`src/rtl/img_pass_ctrl_pkg.sv`:
```
// ============================================================================
// Module : img_ctrl_pkg
// Brief  : Shared types and constants for the image pass controller.
// Rev    : 1.0
// ============================================================================
`default_nettype none

package img_ctrl_pkg;

    typedef enum logic [1:0] {
        IDLE  = 2'd0,
        READ  = 2'd1,
        DRAIN = 2'd2,
        DONE  = 2'd3
    } state_t;

    localparam logic [1:0] OP_COPY   = 2'd0;
    localparam logic [1:0] OP_INV    = 2'd1;
    localparam logic [1:0] OP_THRESH = 2'd2;
    localparam logic [1:0] OP_BRIGHT = 2'd3;

    // Value of src_bank naming which bank is currently the read source.
    localparam logic BANK1_SRC = 1'b0;
    localparam logic BANK2_SRC = 1'b1;

endpackage

`default_nettype wire

```
`src/rtl/img_pass_ctrl_if.sv`:
```
// ============================================================================
// Module : img_pass_ctrl_if
// Brief  : Request, BRAM control and status bundle of the pass controller.
// Rev    : 1.0
// ============================================================================
`default_nettype none

interface img_pass_ctrl_if #(
    parameter int ADDR_W = 16
);
    logic              start;
    logic [1:0]        op;
    logic              ena;
    logic              enb;
    logic              wea1;
    logic              wea2;
    logic [ADDR_W-1:0] addra;
    logic [ADDR_W-1:0] addrb;
    logic [1:0]        sel;
    logic              src_bank;
    logic              busy;
    logic              complete;

    modport master (
        output start, op,
        input  ena, enb, wea1, wea2, addra, addrb, sel, src_bank, busy, complete
    );

    modport slave (
        input  start, op,
        output ena, enb, wea1, wea2, addra, addrb, sel, src_bank, busy, complete
    );
endinterface

`default_nettype wire

```
`src/rtl/img_pass_ctrl_valid_delay.sv`:
```
// ============================================================================
// Module : valid_delay
// Brief  : DEPTH-stage shift register for 1-bit valid/tag strobes.
// Rev    : 1.0
// ============================================================================
`default_nettype none

module valid_delay #(
    parameter int DEPTH = 3
) (
    input  wire logic clk,
    input  wire logic rst,
    input  wire logic i_strobe,
    output logic      o_strobe
);
    logic [DEPTH-1:0] r_sr;

    generate
        if (DEPTH == 1) begin : g_single
            always_ff @(posedge clk or posedge rst) begin
                if (rst) r_sr <= '0;
                else     r_sr <= i_strobe;
            end
        end else begin : g_chain
            always_ff @(posedge clk or posedge rst) begin
                if (rst) r_sr <= '0;
                else     r_sr <= {r_sr[DEPTH-2:0], i_strobe};
            end
        end
    endgenerate

    assign o_strobe = r_sr[DEPTH-1];
endmodule

`default_nettype wire

```
`src/rtl/img_pass_ctrl.sv`:
```
// ============================================================================
// Module : img_pass_ctrl
// Brief  : Streams one frame from the source BRAM bank through the pixel-op
//          datapath into the other bank, then swaps the banks.
// Rev    : 1.0
// ============================================================================
`default_nettype none

module img_pass_ctrl
    import img_ctrl_pkg::*;
#(
    parameter int ADDR_W     = 16,
    parameter int IMG_PIXELS = 65536,
    parameter int PIPE_LAT   = 3
) (
    input wire logic        clk,
    input wire logic        rst,
    img_pass_ctrl_if.slave  bus
);
    localparam logic [ADDR_W-1:0] c_last_pix = ADDR_W'(IMG_PIXELS - 1);

    state_t            r_state;
    state_t            w_next;
    logic [ADDR_W-1:0] r_rd_cnt;
    logic              w_start;
    logic              w_rd_issue;
    logic              w_wr_strobe;

    logic              r_ena;
    logic              r_enb;
    logic              r_wea1;
    logic              r_wea2;
    logic [ADDR_W-1:0] r_addra;
    logic [ADDR_W-1:0] r_addrb;
    logic [1:0]        r_sel;
    logic              r_src_bank;
    logic              r_busy;
    logic              r_complete;

    always_ff @(posedge clk or posedge rst) begin
        if (rst) r_state <= IDLE;
        else     r_state <= w_next;
    end

    // The last write is visible on the ports while still in DRAIN.
    always_comb begin
        w_next = r_state;
        case (r_state)
            IDLE:    if (bus.start) w_next = READ;
            READ:    if (r_rd_cnt == c_last_pix) w_next = DRAIN;
            DRAIN:   if (r_enb && (r_addrb == c_last_pix)) w_next = DONE;
            DONE:    w_next = IDLE;
            default: w_next = IDLE;
        endcase
    end

    always_comb begin
        w_start    = 1'b0;
        w_rd_issue = 1'b0;
        case (r_state)
            IDLE:    w_start    = bus.start;
            READ:    w_rd_issue = 1'b1;
            default: ;
        endcase
    end

    valid_delay #(
        .DEPTH    (PIPE_LAT)
    ) u_valid_delay (
        .clk      (clk),
        .rst      (rst),
        .i_strobe (w_rd_issue),
        .o_strobe (w_wr_strobe)
    );

    always_ff @(posedge clk or posedge rst) begin
        if (rst) begin
            r_ena      <= 1'b0;
            r_enb      <= 1'b0;
            r_wea1     <= 1'b0;
            r_wea2     <= 1'b0;
            r_addra    <= '0;
            r_addrb    <= '0;
            r_rd_cnt   <= '0;
            r_sel      <= OP_COPY;
            r_src_bank <= BANK1_SRC;
            r_busy     <= 1'b0;
            r_complete <= 1'b0;
        end else begin
            r_ena  <= w_rd_issue;
            r_enb  <= w_wr_strobe;
            r_wea1 <= w_wr_strobe & (r_src_bank == BANK2_SRC);
            r_wea2 <= w_wr_strobe & (r_src_bank == BANK1_SRC);

            if (w_start) begin
                r_sel    <= bus.op;
                r_addra  <= '0;
                r_rd_cnt <= '0;
            end else if (w_rd_issue) begin
                r_addra  <= r_rd_cnt;
                r_rd_cnt <= r_rd_cnt + 1'b1;
            end

            if (w_start)    r_addrb <= '0;
            else if (r_enb) r_addrb <= r_addrb + 1'b1;

            r_busy     <= (w_next != IDLE);
            r_complete <= (w_next == DONE);
            if (w_next == DONE) r_src_bank <= ~r_src_bank;
        end
    end

    assign bus.ena      = r_ena;
    assign bus.enb      = r_enb;
    assign bus.wea1     = r_wea1;
    assign bus.wea2     = r_wea2;
    assign bus.addra    = r_addra;
    assign bus.addrb    = r_addrb;
    assign bus.sel      = r_sel;
    assign bus.src_bank = r_src_bank;
    assign bus.busy     = r_busy;
    assign bus.complete = r_complete;
endmodule

`default_nettype wire

```
`src/flat_wrapper.sv`:
```
// flat-port wrapper written by rule: the top's interface ports become plain ports
module img_pass_ctrl_flat import img_ctrl_pkg::*;
#(
    parameter int ADDR_W     = 16,
    parameter int IMG_PIXELS = 65536,
    parameter int PIPE_LAT   = 3
)
  (clk, rst, bus_start, bus_op, bus_ena, bus_enb, bus_wea1, bus_wea2, bus_addra, bus_addrb, bus_sel, bus_src_bank, bus_busy, bus_complete);
  img_pass_ctrl_if #(.ADDR_W(ADDR_W)) bus_i ();
  input wire logic clk;
  input wire logic rst;
  input wire logic [$bits(bus_i.start)-1:0] bus_start;
  input wire logic [$bits(bus_i.op)-1:0] bus_op;
  output wire logic [$bits(bus_i.ena)-1:0] bus_ena;
  output wire logic [$bits(bus_i.enb)-1:0] bus_enb;
  output wire logic [$bits(bus_i.wea1)-1:0] bus_wea1;
  output wire logic [$bits(bus_i.wea2)-1:0] bus_wea2;
  output wire logic [$bits(bus_i.addra)-1:0] bus_addra;
  output wire logic [$bits(bus_i.addrb)-1:0] bus_addrb;
  output wire logic [$bits(bus_i.sel)-1:0] bus_sel;
  output wire logic [$bits(bus_i.src_bank)-1:0] bus_src_bank;
  output wire logic [$bits(bus_i.busy)-1:0] bus_busy;
  output wire logic [$bits(bus_i.complete)-1:0] bus_complete;
  assign bus_i.start = bus_start;
  assign bus_i.op = bus_op;
  assign bus_ena = bus_i.ena;
  assign bus_enb = bus_i.enb;
  assign bus_wea1 = bus_i.wea1;
  assign bus_wea2 = bus_i.wea2;
  assign bus_addra = bus_i.addra;
  assign bus_addrb = bus_i.addrb;
  assign bus_sel = bus_i.sel;
  assign bus_src_bank = bus_i.src_bank;
  assign bus_busy = bus_i.busy;
  assign bus_complete = bus_i.complete;
  img_pass_ctrl #(.ADDR_W(ADDR_W), .IMG_PIXELS(IMG_PIXELS), .PIPE_LAT(PIPE_LAT)) u_core (.clk(clk), .rst(rst), .bus(bus_i));
endmodule
```
`config.mk`:
```
export PLATFORM = sky130hd
export DESIGN_NAME = img_pass_ctrl_flat
export DESIGN_NICKNAME = d
export VERILOG_FILES = /design/src/rtl/img_pass_ctrl_pkg.sv /design/src/rtl/img_pass_ctrl_if.sv /design/src/rtl/img_pass_ctrl_valid_delay.sv /design/src/rtl/img_pass_ctrl.sv /design/src/flat_wrapper.sv
export SDC_FILE = /design/constraint.sdc
export NUM_CORES = 1
export LEC_CHECK = 0
export CELL_PAD_IN_SITES_DETAIL_PLACEMENT = 0
export CELL_PAD_IN_SITES_GLOBAL_PLACEMENT = 2
export CORE_MARGIN = 2
export CORE_UTILIZATION = 33
export CTS_CLUSTER_DIAMETER = 30
export DETAILED_ROUTE_END_ITERATION = 12
export PLACE_DENSITY = 0.87
export SETUP_SLACK_MARGIN = 0.05
export SLEW_MARGIN = 20
export SYNTH_ARGS = -nofsm -noshare
export SYNTH_HDL_FRONTEND = slang
export SYNTH_SLANG_ARGS = --single-unit
```
`constraint.sdc`:
```
create_clock -name clk -period 2.74 [get_ports clk]
set_input_delay 0.548 -clock clk [delete_from_list [all_inputs] [get_ports clk]]
set_output_delay 0.548 -clock clk [all_outputs]
set_load 0.05 [all_outputs]
```
; Yosys cells after proc, flatten, opt, wreduce, memory -nomap -nowiden
; Cells that the tools add are included.
[word_totals]
register_bits = 62
latchBits = 0
ram_bits = 0
mem_bits_ro = 0
memories = 0
[classes]
add_sub_neg = 2
mul = 0
div_mod_pow = 0
magnitude_cmp = 0
n_eq_ne = 6
shifts = 0
n_mux = 12
bitwise = 3
reduce_logical = 5
[ops]
columns = operator, n
row1 = 16-bit two-way mux, 6
row2 = 16-bit by 1-bit adder with 16-bit output (second input constant), 2
row3 = 16-bit == test (second input constant), 2
row4 = 2-bit case mux with 4 select lines, 1
row5 = 2-bit == test (second input constant), 3
row6 = 2-bit two-way mux, 3
row7 = 2-bit nonzero test, 3
row8 = 1-bit AND, 2
row9 = 2-bit by 1-bit == test with 1-bit output (second input constant), 1
row10 = 2-bit logical NOT, 1
row11 = 1-bit two-way mux, 2
row12 = 1-bit logical AND, 1
row13 = 1-bit inverter, 1

; Longest topological paths before layout
; Gate-level depths: netlist (run 1).
[logic_depth]
word_depth = 5
mapped_depth = 6

; By module
; From an unflattened synthesis (run 1), not the netlist that was laid out.
[unflattened]
cells_unflattened = 274
hier_area_um2 = 2733.9
[modules_own_cells]
columns = mod, instances, cells_each, area_per_inst_um2, seq_area_each_um2
row1 = img_pass_ctrl, 1, 270, 2655.0, 1476.4
row2 = valid_delay, 1, 4, 78.8, 75.1

; Worst setup path after synthesis (run 1)
; OpenSTA, ideal clock, no wires.
[synth_timing]
path_kind = register to register
start = register u_core.r_addrb[0] (netlist: u_core.bus.addrb[0])
end = register u_core.r_src_bank (netlist: u_core.bus.src_bank)
setup_time_ps = 142
arrival_ps = 1802
slack_ps = 796
stages_incl_launch_ff = 6
path_buffers = 0
cell_sequence = dfrtp_1 -> ha_1 -> nand4_4 -> nor4_4 -> nand4_2 -> xnor2_1
[synth_via]
elab_chain_len = 5
[synth_lines]
columns = element, line
row1 = from (decl), img_pass_ctrl.sv:34  ; logic [ADDR_W-1:0] r_addrb;
row2 = from (signal assigned), img_pass_ctrl.sv:105  ; else if (r_enb) r_addrb <= r_addrb + 1'b1;
row3 = 16-bit == test, img_pass_ctrl.sv:51  ; DRAIN: if (r_enb && (r_addrb == c_last_pix)) w_next = DONE;
row4 = 1-bit logical AND, img_pass_ctrl.sv:51
row5 = 2-bit two-way mux, img_pass_ctrl.sv:51
row6 = 2-bit case mux with 4 select lines, img_pass_ctrl.sv:48  ; case (r_state)
row7 = 2-bit == test, img_pass_ctrl.sv:109  ; if (w_next == DONE) r_src_bank <= ~r_src_bank;
row8 = to (signal assigned), img_pass_ctrl.sv:109
row9 = to (decl), img_pass_ctrl.sv:36  ; logic r_src_bank;
; No other way between the ends.
; A chain may end at the register's enable or synchronous reset.

; Worst setup path after layout (run 1)
[layout_timing]
start = register u_core.r_enb (netlist: u_core.bus.enb)
end = output bus_enb
[layout_lines]
columns = element, line
row1 = from (decl), img_pass_ctrl.sv:30  ; logic r_enb;
row2 = from (signal assigned), img_pass_ctrl.sv:91  ; r_enb <= w_wr_strobe;
row3 = to (decl), flat_wrapper.sv:15  ; output wire logic [$bits(bus_i.enb)-1:0] bus_enb;
; No word-level cell between the ends.

==> reports/metrics.csv, run 1 <==
stage;metric;value;unit
outcome;status;finished, final reports clean;
timing;skew final;0.007852;ns
routing;WL/cell;13.54;um
critical_path;crit path buf inv count;1;
critical_path;Worst R2R Path Depth;4;
timing;Setup TNS;0;ns
routing;TritonRoute pass-1 iters;4;
routing;vias post-DR;2060;
power_and_ir_drop;switching share of power;0.3672;
placed_design;placed insts;409;
critical_path;Worst Path Arrival;1.76;ns
finish;leading cell type in the layout, fill and taps excluded;nand2_1;
synthesis;top-area cell type share of the netlist area;0.5571;
routing;1st-iter DRT viols;125;
clock_network;H-tree levels;3;
min_path;hold path start;u_core.u_valid_delay.r_sr[1]$_DFF_PP0_;
min_path;WHS Endpoint;u_core.u_valid_delay.r_sr[2]$_DFF_PP0_;
clock_network;Post-CTS Setup Repair Bufs;0;
grt;initial antenna violation count;0;
synthesis;dominant cell type by area after synthesis;dfrtp_1;
finish;area grow syn2layout;27.99;%
power_and_ir_drop;internal power;1.635;mW
power_and_ir_drop;part of the power in registers;0.430;
power_and_ir_drop;P_leak;1.584;nW
finish;Antenna Cells;0;
routing;Antenna Nets Post-Route;0;
placed_design;Placer Congestion;0.7404;
finish;commonest cells after routing, fill and taps aside;nand2_1 (63), dfrtp_1 (61), clkdlybuf4s50_1 (45);
die;Initial Util;0.3369;
clock_network;CTS tree;built;
grt;Tot GR Track Use;0.1438;
synthesis;synth unique cells;40;
critical_path;r2r setup slk;0.82;ns
placed_design;Port Buffers;45;
grt;overflow left after global routing;0;
clock_network;Hold Buf Count CTS;0;
grt;first-pass GRT wire length;9.894;mm
die;die area;0.009049;sq mm
synthesis;ys async rst share;1.000;
synthesis;Seq/Total Area, Yosys;0.5571;
placed_design;HPWL after DPL;3.766;mm
die;Core ar.;0.008134;sq mm
critical_path;Startpoint Class;flip-flop;
synthesis;synthesized area per cell;10.30;sq um
critical_path;worst-path fanout max;8;
synthesis;Post-synth EDFFs;0;
run;Max Cap Viol;0;
timing;Final Hold Fails;0;
power_and_ir_drop;Clk network pwr share;0.309;
clock_network;clock sink count;61;
power_and_ir_drop;P_sw;0.9486;mW
critical_path;slowest stage cell, crit path;clkdlybuf4s50_1;
critical_path;CP Cell Sequence;clkdlybuf4s50_1;
finish;layout net count;322;
critical_path;CP delay by family, top;buffers and inverters;
timing;Min Clock Period, post-route;2.304;ns
clock_network;post_cts resized;0;
finish;area occupied by multi-input gates;0.001124;sq mm
critical_path;Worst setup EP type;output port;
routing;drt total wl;5.755;mm
die;Die H;95.13;um
power_and_ir_drop;Peak supply drop;0.0003043;V
grt;vias in the first global route;2052;
finish;share of layout cells above drive strength 1;0.1156;
timing;Peak Freq;434.1;MHz
critical_path;origin of the critical flop-to-flop path;u_core.r_state[1]$_DFF_PP0_;
critical_path;R2R Path End;u_core.r_rd_cnt[7]$_DFFE_PP0P_;
clock_network;Num CTS Buffers;9;
timing;Tcrit/Tclk final;0.8408;
synthesis;synth top area cells;dfrtp_1 (56%), nand2_1 (8.6%), nand3_1 (4.4%), mux2i_1 (4.0%), xnor2_1 (2.6%);
power_and_ir_drop;Combinational Power Share;0.261;
routing;via/cell ratio;4.847;
clock_network;Reg clk slew, reported paths;0.07;ns
power_and_ir_drop;Cell Pwr Density;736.6;mW/mm^2
grt;largest net degree at the start of global routing;62;
clock_network;clock buffer depth;2;
synthesis;syn nets;273;
timing;Worst Max-Slew Pin Slew;0.5361;ns
min_path;hold path cells;0;
finish;Sequential Area;0.001526;sq mm
critical_path;WP data required;2.19;ns
synthesis;ys flop type;dfrtp_1;
min_path;worst hold path class;reg2reg;
critical_path;slowest stage delay, CP;0.87;ns
die;Boundary Pins;46;
finish;Filler cells;804;
synthesis;synth warn;0;
timing;Slew Limit Fails;0;
die;DIE WIDTH;95.13;um
synthesis;#FFs+latches synth;61;
synthesis;synthesized cell area;0.002740;sq mm
clock_network;clk_lat worst skew;0.34;ns
die;num rows;33;
finish;Final Non-Filler Cells;425;
timing;unrepaired setup endpoints after global routing;no;
routing;residual DRC count;0;
timing;Worst slew margin;0.6398;
synthesis;Mapped Cells;266;
timing;Final setup viols;0;
critical_path;WS Path Type;reg2out;
clock_network;clk root buf;clkbuf_8;
==> flip-flops by register name, indices dropped and copies added (netlist names), 2 cells and up <==
| signal | flops |
|---|---|
| u_core.bus.addra | 16 |
| u_core.bus.addrb | 16 |
| u_core.bus.sel | 2 |
| u_core.r_rd_cnt | 16 |
| u_core.r_state | 2 |
| u_core.u_valid_delay.r_sr | 3 |
==> final cells by class <==
cell class / instances / share of cell area
tap: 105 / 0.03746
inverter: 7 / 0.007492
multi-input combinational: 186 / 0.3204
clock inverter: 7 / 0.02141
sequential: 61 / 0.4352
clock buffer: 9 / 0.03532
timing repair buffer: 50 / 0.1427
==> cell usage after synthesis, types with 3 or more instances <==
cell type / instances
nor2_1: 18
inv_1: 6
and3_1: 4
o21ai_0: 8
nor4_1: 4
nand4_1: 3
and4_1: 4
nand2_1: 63
dfrtp_1: 61
nand3_1: 24
a21oi_1: 4
clkbuf_1: 4
nor3_1: 3
xor2_1: 3
xnor2_1: 8
buf_2: 6
mux2i_1: 11
==> power by group through the flow <==
stage,combinational [mW],sequential (mW),clock (mW)
after CTS,0.683,1.11,0.827
final,0.675,1.11,0.798
after global routing,0.721,1.13,0.874
after global placement,0.673,1.13,0
after floorplan,0.196,1.39,0
after detailed placement,0.681,1.13,0
==> worst max path at each step <==
| stage | startpoint | end | cells past startpoint |
|---|---|---|---|
| 3_5_place_dp | bus_start | u_core.r_rd_cnt[8]$_DFFE_PP0P_ | 5 |
| 5_1_grt | u_core.bus.enb$_DFF_PP0_ | bus_enb | 1 |
| 3_3_place_gp | bus_start | u_core.r_rd_cnt[8]$_DFFE_PP0P_ | 5 |
| 2_1_floorplan | rst | u_core.bus.addra[0]$_DFFE_PP0P_ | 1 |
| 4_1_cts | u_core.bus.enb$_DFF_PP0_ | bus_enb | 1 |
| 6_report | u_core.bus.enb$_DFF_PP0_ | bus_enb | 1 |
==> metal layers <==
| layer | share of wire | vias up | GRT usage | routed length [um] |
|---|---|---|---|---|
| li1 | - | 1021 | - | - |
| met2 | 0.46 | 43 | 0.2177 | 2656 |
| met4 | 0.0076 | 0 | 0.05435 | 44 |
| met5 | 0 | - | 0 | 0 |
| met3 | 0.046 | 8 | 0.04743 | 263 |
| met1 | 0.48 | 988 | 0.1917 | 2790 |
==> through the flow <==
| stage | worst slack, ns | utilization | total power, mW | area (sq um) | hold WS (ns) |
|---|---|---|---|---|---|
| after floorplan | 0.6790 | - | 1.586 | 2740 | 0.3312 |
| after global placement | 0.6607 | 0.4067 | 1.800 | 3308 | 0.3360 |
| after detailed placement | 0.6201 | 0.4067 | 1.811 | 3308 | 0.3347 |
| after CTS | 0.4069 | 0.4312 | 2.624 | 3507 | 0.3526 |
| after global routing | 0.3805 | 0.4312 | 2.720 | 3507 | 0.3677 |
| final | 0.4363 | 0.4312 | 2.583 | 3507 | 0.3505 |
==> kinds of logic after synthesis <==
| kind of cell | synth area share |
|---|---|
| AOI/OAI and AO/OA | 0.05480 |
| muxes | 0.04429 |
| xor gates and xnor gates | 0.03516 |
| buffers and inverters | 0.03287 |
| DFF | 0.5571 |
| adders and majority gates | 0.009131 |
| and+or+nand+nor | 0.2667 |
Power figures use the tool's default switching activity.
==> run 2: changes to the inputs <==
Settings changed: CORE_UTILIZATION 33 to 30, PLACE_DENSITY 0.87 to 0.84.
Clock period 2.74 ns to 1.9 ns, I/O delays scaled along.
==> reports/metrics.csv, run 2 (synthesized netlist as in run 1, its figures left out) <==
stage;metric;value;unit
critical_path;Worst Path Arrival;1.97;ns
timing;Hold Slack;0.3495;ns
routing;Antenna Nets Post-Route;0;
finish;share of layout cells above drive strength 1;0.2530;
placed_design;Port Buffers;45;
critical_path;worst-path fanout max;5;
critical_path;CP Cell Sequence;ha_1 -> nand4_4 -> nor4_4 -> buf_4 -> a21oi_1 -> a31o_2;
timing;Final Hold Fails;0;
clock_network;CTS tree;built;
critical_path;Startpoint Class;flip-flop;
clock_network;Num CTS Buffers;9;
outcome;status;finished, final reports clean;
clock_network;clk_lat worst skew;0.34;ns
critical_path;WS Path Type;reg2reg;
die;die area;0.009914;sq mm
die;Initial Util;0.3112;
placed_design;HPWL after DPL;4.222;mm
routing;via/cell ratio;4.841;
timing;Min Clock Period, post-route;1.746;ns
routing;WL/cell;13.83;um
timing;unrepaired setup endpoints after global routing;no;
timing;Worst Max-Slew Pin Slew;0.5094;ns
grt;largest net degree at the start of global routing;62;
finish;Antenna Cells;0;
routing;drt total wl;6.086;mm
routing;vias post-DR;2130;
grt;first-pass GRT wire length;10.78;mm
routing;residual DRC count;0;
power_and_ir_drop;Pwr Total;3.873;mW
die;Core ar.;0.008806;sq mm
timing;Peak Freq;572.6;MHz
critical_path;slowest stage cell, crit path;dfrtp_2;
power_and_ir_drop;Cell Pwr Density;1090;mW/mm^2
clock_network;clock sink count;61;
clock_network;clock buffer depth;2;
timing;skew final;0.005174;ns
timing;Setup TNS;0;ns
grt;Tot GR Track Use;0.1376;
timing;Worst slew margin;0.6618;
finish;area grow syn2layout;29.63;%
die;Boundary Pins;46;
die;num rows;34;
clock_network;Reg clk slew, reported paths;0.07;ns
power_and_ir_drop;P_leak;1.701;nW
clock_network;H-tree levels;3;
die;Die H;99.57;um
timing;Slew Limit Fails;0;
critical_path;slowest stage delay, CP;0.40;ns
grt;vias in the first global route;2180;
finish;layout net count;334;
min_path;worst hold path class;reg2reg;
finish;commonest cells after routing, fill and taps aside;nand2_1 (63), dfrtp_1 (59), buf_4 (49);
critical_path;WP data required;2.13;ns
routing;TritonRoute pass-1 iters;4;
timing;Tcrit/Tclk final;0.9191;
grt;initial antenna violation count;0;
grt;overflow left after global routing;0;
run;Max Cap Viol;0;
placed_design;pre-CTS setup slack;0.05007;ns
timing;final worst setup slack;0.1537;ns
finish;leading cell type in the layout, fill and taps excluded;nand2_1;
critical_path;Worst setup EP type;flip-flop;
power_and_ir_drop;Peak supply drop;0.0004684;V
routing;1st-iter DRT viols;75;
timing;Final setup viols;0;
clock_network;clk root buf;clkbuf_8;
clock_network;Hold Buf Count CTS;0;
placed_design;Placer Congestion;0.7453;
die;DIE WIDTH;99.57;um
==> run 2: final timing paths <==
check                                                       startpoint                                endpoint  slack (ns)  depth (start not counted)
min in group asynchronous                                          rst  u_core.u_valid_delay.r_sr[1]$_DFF_PP0_        0.47                          3
worst min-delay path            u_core.u_valid_delay.r_sr[1]$_DFF_PP0_  u_core.u_valid_delay.r_sr[2]$_DFF_PP0_        0.35                          0
worst max-delay path                   u_core.bus.addrb[0]$_DFFE_PP0P_        u_core.bus.addrb[12]$_DFFE_PP0P_        0.15                          6
max in group asynchronous                                          rst         u_core.bus.addrb[0]$_DFFE_PP0P_        1.15                          3
worst max register to register         u_core.bus.addrb[0]$_DFFE_PP0P_        u_core.bus.addrb[12]$_DFFE_PP0P_        0.15                          6
worst min register to register  u_core.u_valid_delay.r_sr[1]$_DFF_PP0_  u_core.u_valid_delay.r_sr[2]$_DFF_PP0_        0.35                          0
==> run 2: final cells by class <==
cell class	instances	area (sq um)
flip-flops and latches	61	1529
well taps	108	135.1
repair buffers	62	509.2
clock inverters	4	70.07
inverters	7	30.03
multi-input cells	186	1124
clock buffers	12	155.1
fillers	880	5254
==> run 2: through the flow <==
| step | util | std cells | instance area (sq um) |
|---|---|---|---|
| finish | 0.4034 | 440 | 3552 |
| global route | 0.4034 | 440 | 3552 |
| CTS | 0.4017 | 438 | 3537 |
| detailed placement | 0.3771 | 422 | 3321 |
| global placement | 0.3771 | 422 | 3321 |
| floorplan | - | 266 | 2746 |
==> run 2: per-layer routing <==
metal	routed length (um)	share of wire	up-vias	GRT usage
met5	0	0	-	0
met1	2791	0.46	1030	0.1768
met3	229	0.038	10	0.04287
met4	107	0.018	0	0.05058
met2	2957	0.49	45	0.2188
li1	-	-	1045	-
==> run 2: what timing repair did <==
item | CTS | global route
endpoints found under the setup margin | 7 | 1
pin swaps | 0 | 1
resized for setup | 7 | 0
setup buffers | 0 | 2
==> run 2: where the power goes <==
| part | switching, mW | internal [mW] | leakage, nW |
|---|---|---|---|
| clock network | 0.491 | 0.806 | 0.116 |
| logic | 0.668 | 0.307 | 0.918 |
| registers | 0.183 | 1.42 | 0.667 |
| total | 1.34 | 2.53 | 1.70 |
==> run 2: worst max-delay path, delay by kind of cell, from the launching register on <==
kind,cells,cell delay (ns)
fa+ha+maj,1,0.24
simple gates,2,0.54
buf+inv,1,0.18
flops,1,0.40
compound gates,2,0.28
